==> config.mk <==
export PLATFORM = sky130hd
export DESIGN_NAME = alu_ctrl_issue
export DESIGN_NICKNAME = d
export VERILOG_FILES = /design/src/rtl/alu_ctrl_issue.sv
export SDC_FILE = /design/constraint.sdc
export NUM_CORES = 1
export LEC_CHECK = 0
export CAP_MARGIN = 0
export CORE_MARGIN = 5
export CORE_UTILIZATION = 45
export DETAILED_ROUTE_END_ITERATION = 6
export HOLD_SLACK_MARGIN = 0.15
export PLACE_DENSITY_LB_ADDON = 0.05
export SLEW_MARGIN = 20
export SYNTH_ARGS = -nofsm -noshare
export SYNTH_HDL_FRONTEND = slang
export SYNTH_SLANG_ARGS = --single-unit
==> constraint.sdc <==
create_clock -name clk_i -period 1.5 [get_ports clk_i]
set_input_delay 0.15 -clock clk_i [delete_from_list [all_inputs] [get_ports clk_i]]
set_output_delay 0.15 -clock clk_i [all_outputs]
set_load 0.05 [all_outputs]
==> src/rtl/alu_ctrl_issue.sv <==
// ID/EX ALU control issuer: decodes opcode/funct3/funct7 into a 3-bit ALU op and registers it, 1-cycle latency.
// Multi-cycle muls hold the EX outputs and raise busy_o for MUL_LAT-1 cycles; flush aborts, stall freezes.
module alu_ctrl_issue #(
    parameter int MUL_LAT = 3,
    parameter int CNT_W   = 4
) (
    input  logic       clk_i,
    input  logic       rst_i,
    input  logic       valid_i,
    input  logic [6:0] opcode_i,
    input  logic [2:0] funct3_i,
    input  logic [6:0] funct7_i,
    input  logic       stall_i,
    input  logic       flush_i,
    output logic [2:0] ALUCtrl_o,
    output logic       ALUSrc_o,
    output logic       RegWrite_o,
    output logic       valid_o,
    output logic       busy_o,
    output logic       illegal_o
);

    localparam logic [2:0] OP_AND = 3'b000;
    localparam logic [2:0] OP_XOR = 3'b001;
    localparam logic [2:0] OP_SLL = 3'b010;
    localparam logic [2:0] OP_SUB = 3'b011;
    localparam logic [2:0] OP_MUL = 3'b100;
    localparam logic [2:0] OP_ADD = 3'b101;
    localparam logic [2:0] OP_SRA = 3'b110;

    localparam logic [6:0] OPC_R    = 7'b0110011;
    localparam logic [6:0] OPC_I    = 7'b0010011;
    localparam logic [6:0] OPC_LW   = 7'b0000011;
    localparam logic [6:0] OPC_SW   = 7'b0100011;
    localparam logic [6:0] OPC_BEQ  = 7'b1100011;

    localparam logic [6:0] F7_BASE = 7'b0000000;
    localparam logic [6:0] F7_ALT  = 7'b0100000;
    localparam logic [6:0] F7_MUL  = 7'b0000001;

    localparam logic [CNT_W-1:0] MUL_WAIT_INIT = CNT_W'(MUL_LAT - 1);

    typedef enum logic {
        RUN      = 1'b0,
        MUL_WAIT = 1'b1
    } state_t;

    state_t           state;
    logic [CNT_W-1:0] cnt;

    logic       dec_legal;
    logic [2:0] dec_code;
    logic       dec_src;
    logic       dec_wr;
    logic       dec_mul;

    always_comb begin
        dec_legal = 1'b0;
        dec_code  = OP_AND;
        dec_src   = 1'b0;
        dec_wr    = 1'b0;
        case (opcode_i)
            OPC_R: begin
                dec_src = 1'b0;
                dec_wr  = 1'b1;
                if (funct7_i == F7_BASE) begin
                    case (funct3_i)
                        3'b111: begin dec_code = OP_AND; dec_legal = 1'b1; end
                        3'b100: begin dec_code = OP_XOR; dec_legal = 1'b1; end
                        3'b001: begin dec_code = OP_SLL; dec_legal = 1'b1; end
                        3'b000: begin dec_code = OP_ADD; dec_legal = 1'b1; end
                        default: dec_legal = 1'b0;
                    endcase
                end else if (funct7_i == F7_ALT && funct3_i == 3'b000) begin
                    dec_code  = OP_SUB;
                    dec_legal = 1'b1;
                end else if (funct7_i == F7_MUL && funct3_i == 3'b000) begin
                    dec_code  = OP_MUL;
                    dec_legal = 1'b1;
                end
            end
            OPC_I: begin
                dec_src = 1'b1;
                dec_wr  = 1'b1;
                if (funct3_i == 3'b000) begin
                    dec_code  = OP_ADD;
                    dec_legal = 1'b1;
                end else if (funct3_i == 3'b101 && funct7_i == F7_ALT) begin
                    dec_code  = OP_SRA;
                    dec_legal = 1'b1;
                end
            end
            OPC_LW: begin
                dec_code  = OP_ADD;
                dec_src   = 1'b1;
                dec_wr    = 1'b1;
                dec_legal = (funct3_i == 3'b010);
            end
            OPC_SW: begin
                dec_code  = OP_ADD;
                dec_src   = 1'b1;
                dec_wr    = 1'b0;
                dec_legal = (funct3_i == 3'b010);
            end
            OPC_BEQ: begin
                dec_code  = OP_SUB;
                dec_src   = 1'b0;
                dec_wr    = 1'b0;
                dec_legal = (funct3_i == 3'b000);
            end
            default: dec_legal = 1'b0;
        endcase
    end

    assign dec_mul = (dec_code == OP_MUL);

    always_ff @(posedge clk_i or negedge rst_i) begin
        if (!rst_i) begin
            state      <= RUN;
            cnt        <= '0;
            ALUCtrl_o  <= OP_AND;
            ALUSrc_o   <= 1'b0;
            RegWrite_o <= 1'b0;
            valid_o    <= 1'b0;
            busy_o     <= 1'b0;
            illegal_o  <= 1'b0;
        end else begin
            illegal_o <= 1'b0;
            case (state)
                RUN: begin
                    if (flush_i) begin
                        valid_o    <= 1'b0;
                        RegWrite_o <= 1'b0;
                    end else if (stall_i) begin
                        valid_o <= valid_o;
                    end else if (valid_i && dec_legal) begin
                        ALUCtrl_o  <= dec_code;
                        ALUSrc_o   <= dec_src;
                        RegWrite_o <= dec_wr;
                        valid_o    <= 1'b1;
                        if (dec_mul && MUL_LAT > 1) begin
                            cnt    <= MUL_WAIT_INIT;
                            busy_o <= 1'b1;
                            state  <= MUL_WAIT;
                        end
                    end else if (valid_i) begin
                        valid_o    <= 1'b0;
                        RegWrite_o <= 1'b0;
                        illegal_o  <= 1'b1;
                    end else begin
                        valid_o    <= 1'b0;
                        RegWrite_o <= 1'b0;
                    end
                end
                MUL_WAIT: begin
                    // EX outputs stay frozen on the mul; the ID-side instruction is re-presented after busy drops.
                    if (flush_i) begin
                        cnt        <= '0;
                        busy_o     <= 1'b0;
                        valid_o    <= 1'b0;
                        RegWrite_o <= 1'b0;
                        state      <= RUN;
                    end else if (cnt == CNT_W'(1)) begin
                        cnt    <= '0;
                        busy_o <= 1'b0;
                        state  <= RUN;
                    end else begin
                        cnt <= cnt - 1'b1;
                    end
                end
                default: state <= RUN;
            endcase
        end
    end

    a_no_code7: assert property (@(posedge clk_i) disable iff (!rst_i) ALUCtrl_o != 3'b111);
    a_busy_in_wait: assert property (@(posedge clk_i) disable iff (!rst_i) busy_o == (state == MUL_WAIT));
    a_illegal_not_valid: assert property (@(posedge clk_i) disable iff (!rst_i) !(illegal_o && valid_o));

endmodule

==> results.ini <==
[outcome]
status = finished with violations
failed_checks = negative setup slack

[detailed_routing]
ant_nets = 0
drtIter0Drc = 10
drc_errors = 0
wl_mm = 2.91
via_count = 1081
wl_per_cell_um = 14.8
dr.pass1.iters = 4
via_per_inst = 5.49

[layout]
area_growth_syn_to_layout_pct = 70.7
final_common_cell = buf_4
multi_input_area_um2 = 661
final_core_util = 0.816
final_nets = 195
drive_gt1_frac = 0.476
post_layout_nonfiller_instances = 197
nFillCells = 127
final_cell_mix = buf_4, dfrtp_1, dlygate4sd2_1, inv_1, nand2_1
antennaDiodeCount = 0
seq_area_um2 = 325

[global_routing]
grt_max_degree = 14
antenna_found_initial = 0
globalRouteOverflowTotal = 0
grt_most_used_layer = met2
grt_pass1_wl_mm = 4.90
first_global_vias = 1115
grt_util_met2 = 0.359
use_met3 = 0.0325
grt_use_met1 = 0.214
grtUsageTotal = 0.197

[clocking]
root_buffer = clkbuf_4
cts_tree = yes
clock-sinks = 13
insertion_delay_ps = 280
cts_max_path_buffers = 2
clkTransAtPathRegs_ps = 80
numCtsBuffers = 3
htree_levels = 1

[critical_path]
worstSetupPathType = primary input to register
cp.required_ps = 1670
cp_top_family = simple AND/OR/NAND/NOR gates
crit_chain = buf_6, or4_4, or4_4, buf_4, o32a_4, o211ai_1, buf_4, buf_4, inv_2, a21o_2
crit_path_end_kind = register
crit_path_start = funct7_i[4]
path_buf_inv = 5
cp_max_fo = 3
cp.arrival_ps = 2220
cpMostUsedCell = buf_4
slowest_delay_ps = 530
cp-start-kind = primary input
critPathSlowestCell = or4_4
reg2reg_from = state$_DFF_PN0_

[pwr]
p_leak_nw = 0.779
powerDensity_mw_per_mm2 = 508
power_w = 0.000830
ir_worst_vdd_v = 0.000414

[synthesis]
synthesis.instances = 103
synth_largest_area_cell = dfrtp_1
netlist_area_um2 = 957
synth_edf_count = 0
ys_seq_area_frac = 0.340
synthesis.nets = 127
ys_top_cells_by_area = dfrtp_1, inv_1, mux2_2
yosysWarnings = 0
yosys_register_bits = 13
avgSynthCellArea_um2 = 9.29
async_flop_share = 1.00
synth_top_area_frac = 0.340
synthFlopType = dfrtp_1
synth_cell_types = 46

[run]
maxCapViolCount = 0

[place]
gp_congestion = 0.888
pre_cts_ws_ps = -1090
dp.cells = 190
dp_hpwl_mm = 2.21
io_buffers = 29

[die]
fp-row-count = 16
fp.dieH_um = 56.1
core_region_area_mm2 = 0.00200
io_pins = 30
dieArea_mm2 = 0.00315
start_util = 0.478
dieWidth_um = 56.1

[timing]
rsz0062_at_grt = yes
period_share = 1.36
finalCriticalPeriod_ps = 2050
hold_violations = 0
finClkSkew_ps = 4.11
max_slew.worst_pin.slew_ps = 579
holdWs_ps = 234
fmax_mhz = 489
final-max-slew-violation-count = 0
setup_viol = 12
relSlewSlack = 0.613
setup_slack_ps = -546

[hold_path]
holdCritPathClass = primary input to asynchronous set/reset pin

flip-flops by register name, summed over array words and instances, names as in the netlist:
name        cells
ALUCtrl_o       3
ALUSrc_o        1
RegWrite_o      1
busy_o          1
cnt             4
illegal_o       1
state           1
valid_o         1
cells by family (layout without fill, tap and decap cells):
| kind of cell | after synthesis | after routing | synth area share |
|---|---|---|---|
| compound gates | 27 | 27 | 0.200 |
| xor+xnor | 1 | 1 | 0.00915 |
| simple gates | 42 | 42 | 0.289 |
| flops | 13 | 13 | 0.340 |
| buf+inv | 13 | 80 | 0.0797 |
| fa+ha+maj | 3 | 3 | 0.0366 |
| mux | 4 | 4 | 0.0457 |
power by group:
part,switching [W],internal (W),total (W)
combinational,0.000110,0.000124,0.000234
sequential,0.0000127,0.000367,0.000380
clock,0.000113,0.000103,0.000217
through the flow:
stage / TNS, ps / area (µm²)
5_1_grt: -7140 / 1630
2_1_floorplan: -6120 / 972
3_3_place_gp: -12530 / 1500
6_report: -5980 / 1630
3_5_place_dp: -13190 / 1500
4_1_cts: -6540 / 1590
worst paths after layout:
path,end,cells after the start,slack [ps]
max,state$_DFF_PN0_,10,-550
min reg2reg,valid_o$_DFFE_PN0P_,1,490
max in group asynchronous,RegWrite_o$_DFFE_PN0P_,1,880
min,cnt[3]$_DFFE_PN0P_,1,230
max reg2reg,busy_o$_DFFE_PN0P_,6,-10
min in group clk_i,valid_o$_DFFE_PN0P_,1,490
Yosys cell counts (all sizes together) (2+ instances only):
library cell,instances
dfrtp,13
inv,9
nand2,8
nor2,7
o21ai,5
a21oi,4
or4,4
mux2,3
nand3,3
nor3b,3
nor4,3
o31ai,3
a21o,2
a31oi,2
and4bb,2
buf,2
clkbuf,2
ha,2
nand2b,2
or2,2
metal layers:
metal,up-vias,wire (µm),share of wire
met5,-,0,0
met4,0,112,0.039
met3,12,154,0.053
met2,37,1490,0.51
met1,508,1150,0.40
li1,524,-,-
area by class of cell:
| type | instances | area share |
|---|---|---|
| Clock buffer | 4 | 0.0161 |
| Inverter | 9 | 0.0207 |
| Multi-Input combinational cell | 77 | 0.404 |
| Sequential cell | 13 | 0.199 |
| Tap cell | 27 | 0.0207 |
| Timing Repair Buffer | 67 | 0.339 |
what timing repair did:
item	CTS	global route
endpoints found under the setup margin	13	13
pin swaps	13	4
cloned	0	0
gates resized for setup	41	8
hold buffers	0	0
setup buffers	6	4
Note: power is estimated with default switching activity, not from simulation.
